==> src/rtl/ascii_cell_sched.sv <==
// ascii_cell_sched: reduces a streamed VGA frame to per-8x8-cell average
// intensities. One partial sum per cell column is kept across the 8 pixel
// rows of a cell row. Results go through a small FIFO to the glyph consumer.
module ascii_cell_sched #(
  parameter int H_CELLS    = 80,
  parameter int V_CELLS    = 60,
  parameter int FIFO_DEPTH = 4
) (
  input  logic        vga_clk,
  input  logic        rst,
  input  logic        enable,
  input  logic        video_on,
  input  logic [3:0]  pix_val,
  input  logic [11:0] pixel_row,
  input  logic [11:0] pixel_column,
  output logic        cell_valid,
  input  logic        cell_ready,
  output logic [6:0]  cell_x,
  output logic [5:0]  cell_y,
  output logic [3:0]  cell_lvl,
  output logic        frame_done,
  output logic        overrun
);

  localparam int IW = (H_CELLS > 1) ? $clog2(H_CELLS) : 1;
  localparam int PW = (FIFO_DEPTH > 1) ? $clog2(FIFO_DEPTH) : 1;

  typedef enum logic {IDLE, ACCUM} state_e;

  typedef struct packed {
    logic [6:0] x;
    logic [5:0] y;
    logic [3:0] lvl;
  } cell_t;

  state_e        state_q, state_d;
  logic [PW:0]   wr_q, wr_d, rd_q, rd_d;
  logic          frame_done_q, frame_done_d;
  logic          overrun_q, overrun_d;
  logic [9:0]    acc_q [H_CELLS];
  cell_t         fifo_q [FIFO_DEPTH];

  logic          in_range, start, accept, cell_first, cell_last;
  logic          push, pop, full, do_push, frame_last;
  logic [IW-1:0] idx;
  logic [9:0]    sum, acc_nxt;
  logic [PW:0]   count;
  cell_t         entry, head;

  // Pixel qualification, accumulation datapath, FSM and FIFO control.
  always_comb begin
    in_range   = video_on && (pixel_column < 12'(8 * H_CELLS))
                          && (pixel_row < 12'(8 * V_CELLS));
    start      = (state_q == IDLE) && enable && in_range
                 && (pixel_row == 12'd0) && (pixel_column == 12'd0);
    accept     = in_range && ((state_q == ACCUM) || start);
    idx        = pixel_column[3 +: IW];
    cell_first = (pixel_row[2:0] == 3'd0) && (pixel_column[2:0] == 3'd0);
    cell_last  = (pixel_row[2:0] == 3'd7) && (pixel_column[2:0] == 3'd7);
    sum        = acc_q[idx] + {6'd0, pix_val};
    // First pixel of a cell discards whatever the previous cell row left.
    acc_nxt    = cell_first ? {6'd0, pix_val} : sum;

    entry.x    = pixel_column[9:3];
    entry.y    = pixel_row[8:3];
    entry.lvl  = sum[9:6];

    push       = accept && cell_last;
    frame_last = push && ((pixel_column >> 3) == 12'(H_CELLS - 1))
                      && ((pixel_row >> 3) == 12'(V_CELLS - 1));

    count      = wr_q - rd_q;
    full       = (count == (PW+1)'(FIFO_DEPTH));
    pop        = (count != '0) && cell_ready;
    // A pop in the same cycle frees the slot, so a full FIFO can still take it.
    do_push    = push && (!full || pop);

    wr_d       = do_push ? wr_q + 1'b1 : wr_q;
    rd_d       = pop ? rd_q + 1'b1 : rd_q;
    overrun_d  = overrun_q || (push && full && !pop);
    frame_done_d = frame_last;

    state_d = state_q;
    if (start)      state_d = ACCUM;
    if (frame_last) state_d = IDLE;

    head = fifo_q[rd_q[PW-1:0]];
  end

  // Control state, FIFO pointers and registered status flags.
  always_ff @(posedge vga_clk) begin
    if (rst) begin
      state_q      <= IDLE;
      wr_q         <= '0;
      rd_q         <= '0;
      frame_done_q <= 1'b0;
      overrun_q    <= 1'b0;
    end else begin
      state_q      <= state_d;
      wr_q         <= wr_d;
      rd_q         <= rd_d;
      frame_done_q <= frame_done_d;
      overrun_q    <= overrun_d;
    end
  end

  // Partial sums per cell column; never reset, reloaded at each cell start.
  always_ff @(posedge vga_clk) begin
    if (accept) acc_q[idx] <= acc_nxt;
  end

  // Result storage; only the write slot is touched.
  always_ff @(posedge vga_clk) begin
    if (!rst && do_push) fifo_q[wr_q[PW-1:0]] <= entry;
  end

  // Head fields are forced to zero while empty so stale slots never leak out.
  assign cell_valid = (count != '0);
  assign cell_x     = cell_valid ? head.x   : 7'd0;
  assign cell_y     = cell_valid ? head.y   : 6'd0;
  assign cell_lvl   = cell_valid ? head.lvl : 4'd0;
  assign frame_done = frame_done_q;
  assign overrun    = overrun_q;

endmodule

==> config.mk <==
export PLATFORM = sky130hd
export DESIGN_NAME = ascii_cell_sched
export DESIGN_NICKNAME = d
export VERILOG_FILES = /design/src/rtl/ascii_cell_sched.sv
export SDC_FILE = /design/constraint.sdc
export NUM_CORES = 1
export LEC_CHECK = 0
export CORE_UTILIZATION = 30
export CTS_BUF_LIST = sky130_fd_sc_hd__clkbuf_8
export CTS_CLUSTER_DIAMETER = 200
export CTS_CLUSTER_SIZE = 30
export DETAILED_ROUTE_END_ITERATION = 10
export GPL_ROUTABILITY_DRIVEN = 0
export PLACE_DENSITY = 0.56
export SYNTH_ARGS = -nofsm -noshare
export SYNTH_HDL_FRONTEND = slang
export SYNTH_SLANG_ARGS = --single-unit
==> constraint.sdc <==
create_clock -name vga_clk -period 7.9 [get_ports vga_clk]
set_input_delay 1.975 -clock vga_clk [delete_from_list [all_inputs] [get_ports vga_clk]]
set_output_delay 1.975 -clock vga_clk [all_outputs]
set_load 0.02 [all_outputs]
After elaboration in Yosys (flattened, before gate mapping):

Memory sizes are Yosys's and may differ from the RTL's. A register that Yosys moved wholly into a read port is not among the register bits.
Index checks and enable logic that the tools add are counted.

* memory bits (read-only): 0
* memories kept: 2
* RAM bits: 868
* bits in registers: 9
* bits in latches: 0

Memories
* acc_q: depth 80, width 10, rd ports 1, clocked after memory_dff 0, write ports 1, RTL line 40 `logic [9:0] acc_q [H_CELLS];`
* fifo_q: depth 4, width 17, rd ports 1, clocked after memory_dff 1, write ports 1, RTL line 41 `cell_t fifo_q [FIFO_DEPTH];`

* div/mod/pow operators: 0
* $lt $le $gt $ge: 2
* add/sub/neg operators: 4
* multiplexer cells: 10
* reductions and logical operators: 29
* shift-type cells: 0
* multipliers: 0
* eq/ne operators: 5
* bitwise logic cells: 1

Operators with widths (number)
* zero test 12 bit: 2
* logical AND 1 bit: 17
* less-than comparator 12 x 10 -> 1 bit (second input constant): 1
* less-than comparator 12 x 9 -> 1 bit (second input constant): 1
* adder 10 x 4 -> 10 bit: 1
* 2-to-1 mux 10 bit: 1
* equality test 3 bit (second input constant): 3
* equality test 9 x 6 -> 1 bit (second input constant): 1
* equality test 9 x 7 -> 1 bit (second input constant): 1
* 2-to-1 mux 7 bit: 1
* adder 3 x 1 -> 3 bit (second input constant): 2
* zero test 3 bit: 2
* 2-to-1 mux 6 bit: 1
* 2-to-1 mux 1 bit: 4
* 2-to-1 mux 2 bit: 2
* 2-to-1 mux 4 bit: 1
* zero test 1 bit: 3
* logical OR 1 bit: 3
* nonzero test 3 bit: 1
* subtractor 3 bit: 1
* OR reduction 2 bit: 1
* NOT 1 bit: 1

Longest topological paths before layout:

* depth after elaboration: 13
* depth in mapped cells: 21

Least setup slack after synthesis:

Ideal clock, no wire load.

* kind: input-to-reg
* start point: input pixel_column[3]
* end point: memory acc_q[0][8] (data pin)
* setup time: 0.653 ns
* required time: 7.247 ns
* path slack: 0.008 ns
* arrival: 7.239 ns
* stages: 20
* cells stage by stage: buf_6 buf_6 buf_4 nor3b_1 buf_2 buf_2 a22oi_1 a31oi_1 a21oi_1 mux4_2 o21ai_1 ha_1 inv_1 fa_1 inv_1 a21o_1 a21oi_1 nor2_1 nand3_2 mux2i_1

* word-level cells in the longest chain between the ends: 3

Ends and longest elaborated chain
* start, declared: RTL line 15 `input logic [11:0] pixel_column,`
* memory (80 x 10 bit)
* adder 10 x 4 -> 10 bit: RTL line 60 `sum = acc_q[idx] + {6'd0, pix_val};`
* 2-to-1 mux 10 bit: RTL line 62 `acc_nxt = cell_first ? {6'd0, pix_val} : sum;`
* via acc_nxt[8]: RTL line 46 `logic [9:0] sum, acc_nxt;`
* end, declared: RTL line 40

The timed path passes the listed nets, and every way through them passes these cells.

Final worst setup path:

* start point: input pixel_column[3]
* end point: memory acc_q[21][7] (data pin)

Same word-level chain as after synthesis.

==> summary.md <==
* result of the run: finished clean
* critical path fanouts, max: 49
* ratio of cells with drive above 1 in the final layout: 15.84%
* slowest cell on the critical path: sky130_fd_sc_hd__and3b_2
* DR DRC count: 0
* initial antenna violation count: 3
* Clock Sink Count: 879
* remaining max-slew budget at the tightest pin: 29.69%
* Final Max Slew Viols: 0
* die height: 339.9 um
* clock tree from TritonCTS: done
* combined flip-flop and latch cell area: 26290 um^2
* average cell area after synthesis: 17.63 um^2
* # fillers: 10.68k
* Post-Route WL: 101000 um
* Max IR drop VDD: 0.1059 mV
* CTS Hold Bufs: 0
* via count of the first global-routing pass: 19.08k
* type of element capturing the critical path: flop
* total number of nets in the final design: 2126
* total negative slack: 0 ns
* initial core utilization: 30.36%
* transition time at the pin with the least slew margin: 1.054 ns
* required arrival time at the worst endpoint: 8.34 ns
* number of violations of the max-capacitance limit: 0
* kind of critical path: in2reg
* synth-to-layout area growth: 11.41%
* Primary FF master, synth: sky130_fd_sc_hd__edfxtp_1
* CTS root buf: sky130_fd_sc_hd__clkbuf_8
* syn nets: 1987
* total global-route track usage: 17.12%
* Post-Syn Instances: 1942
* final period utilization: 78.14%
* Max clock buf depth: 3
* clock period minus worst slack: 6.173 ns
* Reg clk slew, reported paths: 0.17 ns
* number of hold-slack violations in the final timing report: 0
* worst hold-check slack: 0.5037 ns
* maximum clock skew at final layout: 0.05369 ns
* Top Family by Delay on Critical Path: compound AO/OA/AOI/OAI gates
* top-level I/O count: 53
* fraction of registers with async set/reset: 0%
* total area of multi-input combinational cells: 7422 um^2
* placed wire-length estimate: 65530 um
* count of input and output buffers: 52
* via count: 19.54k
* most used cell along the critical path: sky130_fd_sc_hd__o21ai_0
* number of instances resized during post-cts repair: 0
* CP Cell Sequence: buf_6 > and3b_2 > buf_4 > a22oi_1 > nand4_1 > o21ai_0 > o21ai_0 > o21ai_0 > o211ai_1 > ha_1 > a21o_1 > a21oi_1 > inv_1 > a21oi_1 > nor2_1 > and3_4 > nor3_4 > buf_4
* arrival time at the worst endpoint: 6.61 ns
* worst hold path class: reg2reg
* WP buf/inv: 4
* number of DRC violations after detailed-routing iteration 0: 2544
* clock latency on the worst-skew pair: 0.73 ns
* TritonRoute pass-1 iters: 6
* area of the die: 115500 um^2
* utilization after layout: 33.82%
* share of synthesized area occupied by flip-flops and latches: 76.76%
* maximum operating frequency: 0.1620 GHz
* Startpoint Class: primary input
* leakage: 11.79 nW
* gr ovfl total: 0
* number of buffers inserted during clock tree synthesis: 35
* number of levels in the clock H-tree: 2
* placed cell count: 3544
* post-route insts no fill: 3591
* setup repair after global routing missed its margin: false
* flip-flop and latch count after synthesis: 879
* number of warnings printed during yosys synthesis: 0
* number of enable flip-flop cells after synthesis: 868
* delay contributed by the slowest stage of the critical path: 0.87 ns
* standard-cell rows: 123
* Power per Cell Area: 216.1 nW/um^2
* largest net degree at the start of global routing: 81
* total setup violations reported at the end of the flow: 0
* number of setup buffers added after CTS: 0
* remaining antenna violation count after routing: 0
* first-pass GRT wire length: 143900 um
* die width: 339.9 um
* number of distinct library cells after synthesis: 78
* via density per instance: 5.442
* Post-Syn Area: 34250 um^2
* per-cell routed wire length: 28.13 um
* core footprint: 112800 um^2
-- final cells by class --
| class | count | share of cell area, % |
|---|---|---|
| clock inverter | 9 | 0.1804 |
| clock buffer | 36 | 1.299 |
| tap | 1500 | 4.919 |
| sequential | 879 | 68.89 |
| multi-input combinational | 927 | 19.45 |
| antenna | 2 | 0.01312 |
| timing repair buffer | 222 | 5.086 |
| inverter | 16 | 0.1574 |
-- cells in the mapped netlist, types with 11 or more instances --
cell	n	area [um^2]
sky130_fd_sc_hd__o21ai_0	35	175.2
sky130_fd_sc_hd__dfxtp_1	11	220.2
sky130_fd_sc_hd__a221o_1	15	150.1
sky130_fd_sc_hd__mux2i_1	77	770.7
sky130_fd_sc_hd__a22o_1	46	402.9
sky130_fd_sc_hd__a21oi_1	35	175.2
sky130_fd_sc_hd__nor2_1	113	424.2
sky130_fd_sc_hd__buf_2	46	230.2
sky130_fd_sc_hd__and2_1	24	150.1
sky130_fd_sc_hd__nand4_1	28	175.2
sky130_fd_sc_hd__a22oi_1	111	833.3
sky130_fd_sc_hd__buf_4	15	112.6
sky130_fd_sc_hd__inv_1	16	60.06
sky130_fd_sc_hd__clkbuf_1	42	157.7
sky130_fd_sc_hd__a31oi_1	15	93.84
sky130_fd_sc_hd__mux2_2	24	270.3
sky130_fd_sc_hd__nand2_1	66	247.7
sky130_fd_sc_hd__buf_1	12	45.04
sky130_fd_sc_hd__nand3_1	30	150.1
sky130_fd_sc_hd__mux4_2	50	1126
sky130_fd_sc_hd__nor2b_1	13	81.33
sky130_fd_sc_hd__o22ai_1	25	156.4
sky130_fd_sc_hd__edfxtp_1	868	26070
sky130_fd_sc_hd__ha_1	11	137.6
sky130_fd_sc_hd__a221oi_1	69	604.3
-- routing by layer --
metal  track usage [%]  up-vias  wire length [um]
met5                 0        -                 7
met4             5.133        2              2912
met3             3.117      128              9369
met2             27.41      983             47380
met1             23.64    10270             41340
li1                  -     8159                 -
-- per-stage QoR --
stage                     worst slack, ns  power (mW)  instance area (um^2)
final                               1.727       8.246                 38150
after global routing                1.611       8.476                 38150
after CTS                           1.861       8.290                 38150
after detailed placement            1.135       6.613                 37580
after global placement              1.161       6.590                 37580
after floorplan                  0.007625       6.089                 34250
-- cell usage in the layout (no fill, tap or decap), drive strengths merged, types with 46 or more instances in the layout --
cell type / count
buf: 175
nor2: 114
a22o: 46
nand2: 67
mux2i: 77
mux4: 50
a22oi: 111
a221oi: 69
edfxtp: 868
clkdlybuf4s50: 47
-- power breakdown --
group | internal, mW | total [mW] | switching, mW
combinational | 0.347 | 1.11 | 0.764
sequential | 5.39 | 5.39 | 0.00396
clock | 0.434 | 1.75 | 1.31
total | 6.17 | 8.25 | 2.08
-- worst reg2reg max path, stage by stage, from the launching register on --
cell and delay (ns):
sky130_fd_sc_hd__edfxtp_1 0.42, sky130_fd_sc_hd__a22o_1 0.22, sky130_fd_sc_hd__a221oi_1 0.29, sky130_fd_sc_hd__nand4_1 0.20, sky130_fd_sc_hd__o21ai_0 0.10, sky130_fd_sc_hd__o21ai_0 0.23
sky130_fd_sc_hd__o21ai_0 0.32, sky130_fd_sc_hd__o211ai_1 0.12, sky130_fd_sc_hd__ha_1 0.29, sky130_fd_sc_hd__a21o_1 0.19, sky130_fd_sc_hd__a21oi_1 0.23, sky130_fd_sc_hd__inv_1 0.06
sky130_fd_sc_hd__a21oi_1 0.18, sky130_fd_sc_hd__nor2_1 0.13, sky130_fd_sc_hd__and3_4 0.24, sky130_fd_sc_hd__nor3_4 0.12, sky130_fd_sc_hd__buf_4 0.41
-- kinds of logic (layout without fill, tap and decap cells) --
logic type,after synthesis,in the layout,synth area share [%]
multiplexers,152,152,6.372
adder cells (fa/ha/maj),12,12,0.4604
AND/OR/NAND/NOR,335,335,4.958
other,0,2,0
buffers and inverters,136,283,1.933
flip-flops,879,879,76.76
XOR/XNOR,13,13,0.3325
AO/OA/AOI/OAI,415,415,9.189
-- state kept, by name (all words and copies together) (netlist names), named ones only --
name and count:
wr_q 3, fifo_q 68, frame_done 1, acc_q 800, rd_q 3, overrun 1
state_q 1
-- final timing paths --
kind / from / end / slack (ns) / cells after the start
min reg2reg: overrun$_SDFF_PP0_ / overrun$_SDFF_PP0_ / 0.50 / 2
min: overrun$_SDFF_PP0_ / overrun$_SDFF_PP0_ / 0.50 / 2
max reg2reg: acc_q[17][1]$_DFFE_PP_ / acc_q[21][7]$_DFFE_PP_ / 3.84 / 16
max: pixel_column[3] / acc_q[21][7]$_DFFE_PP_ / 1.73 / 18
Power figures use the tool's default switching activity.
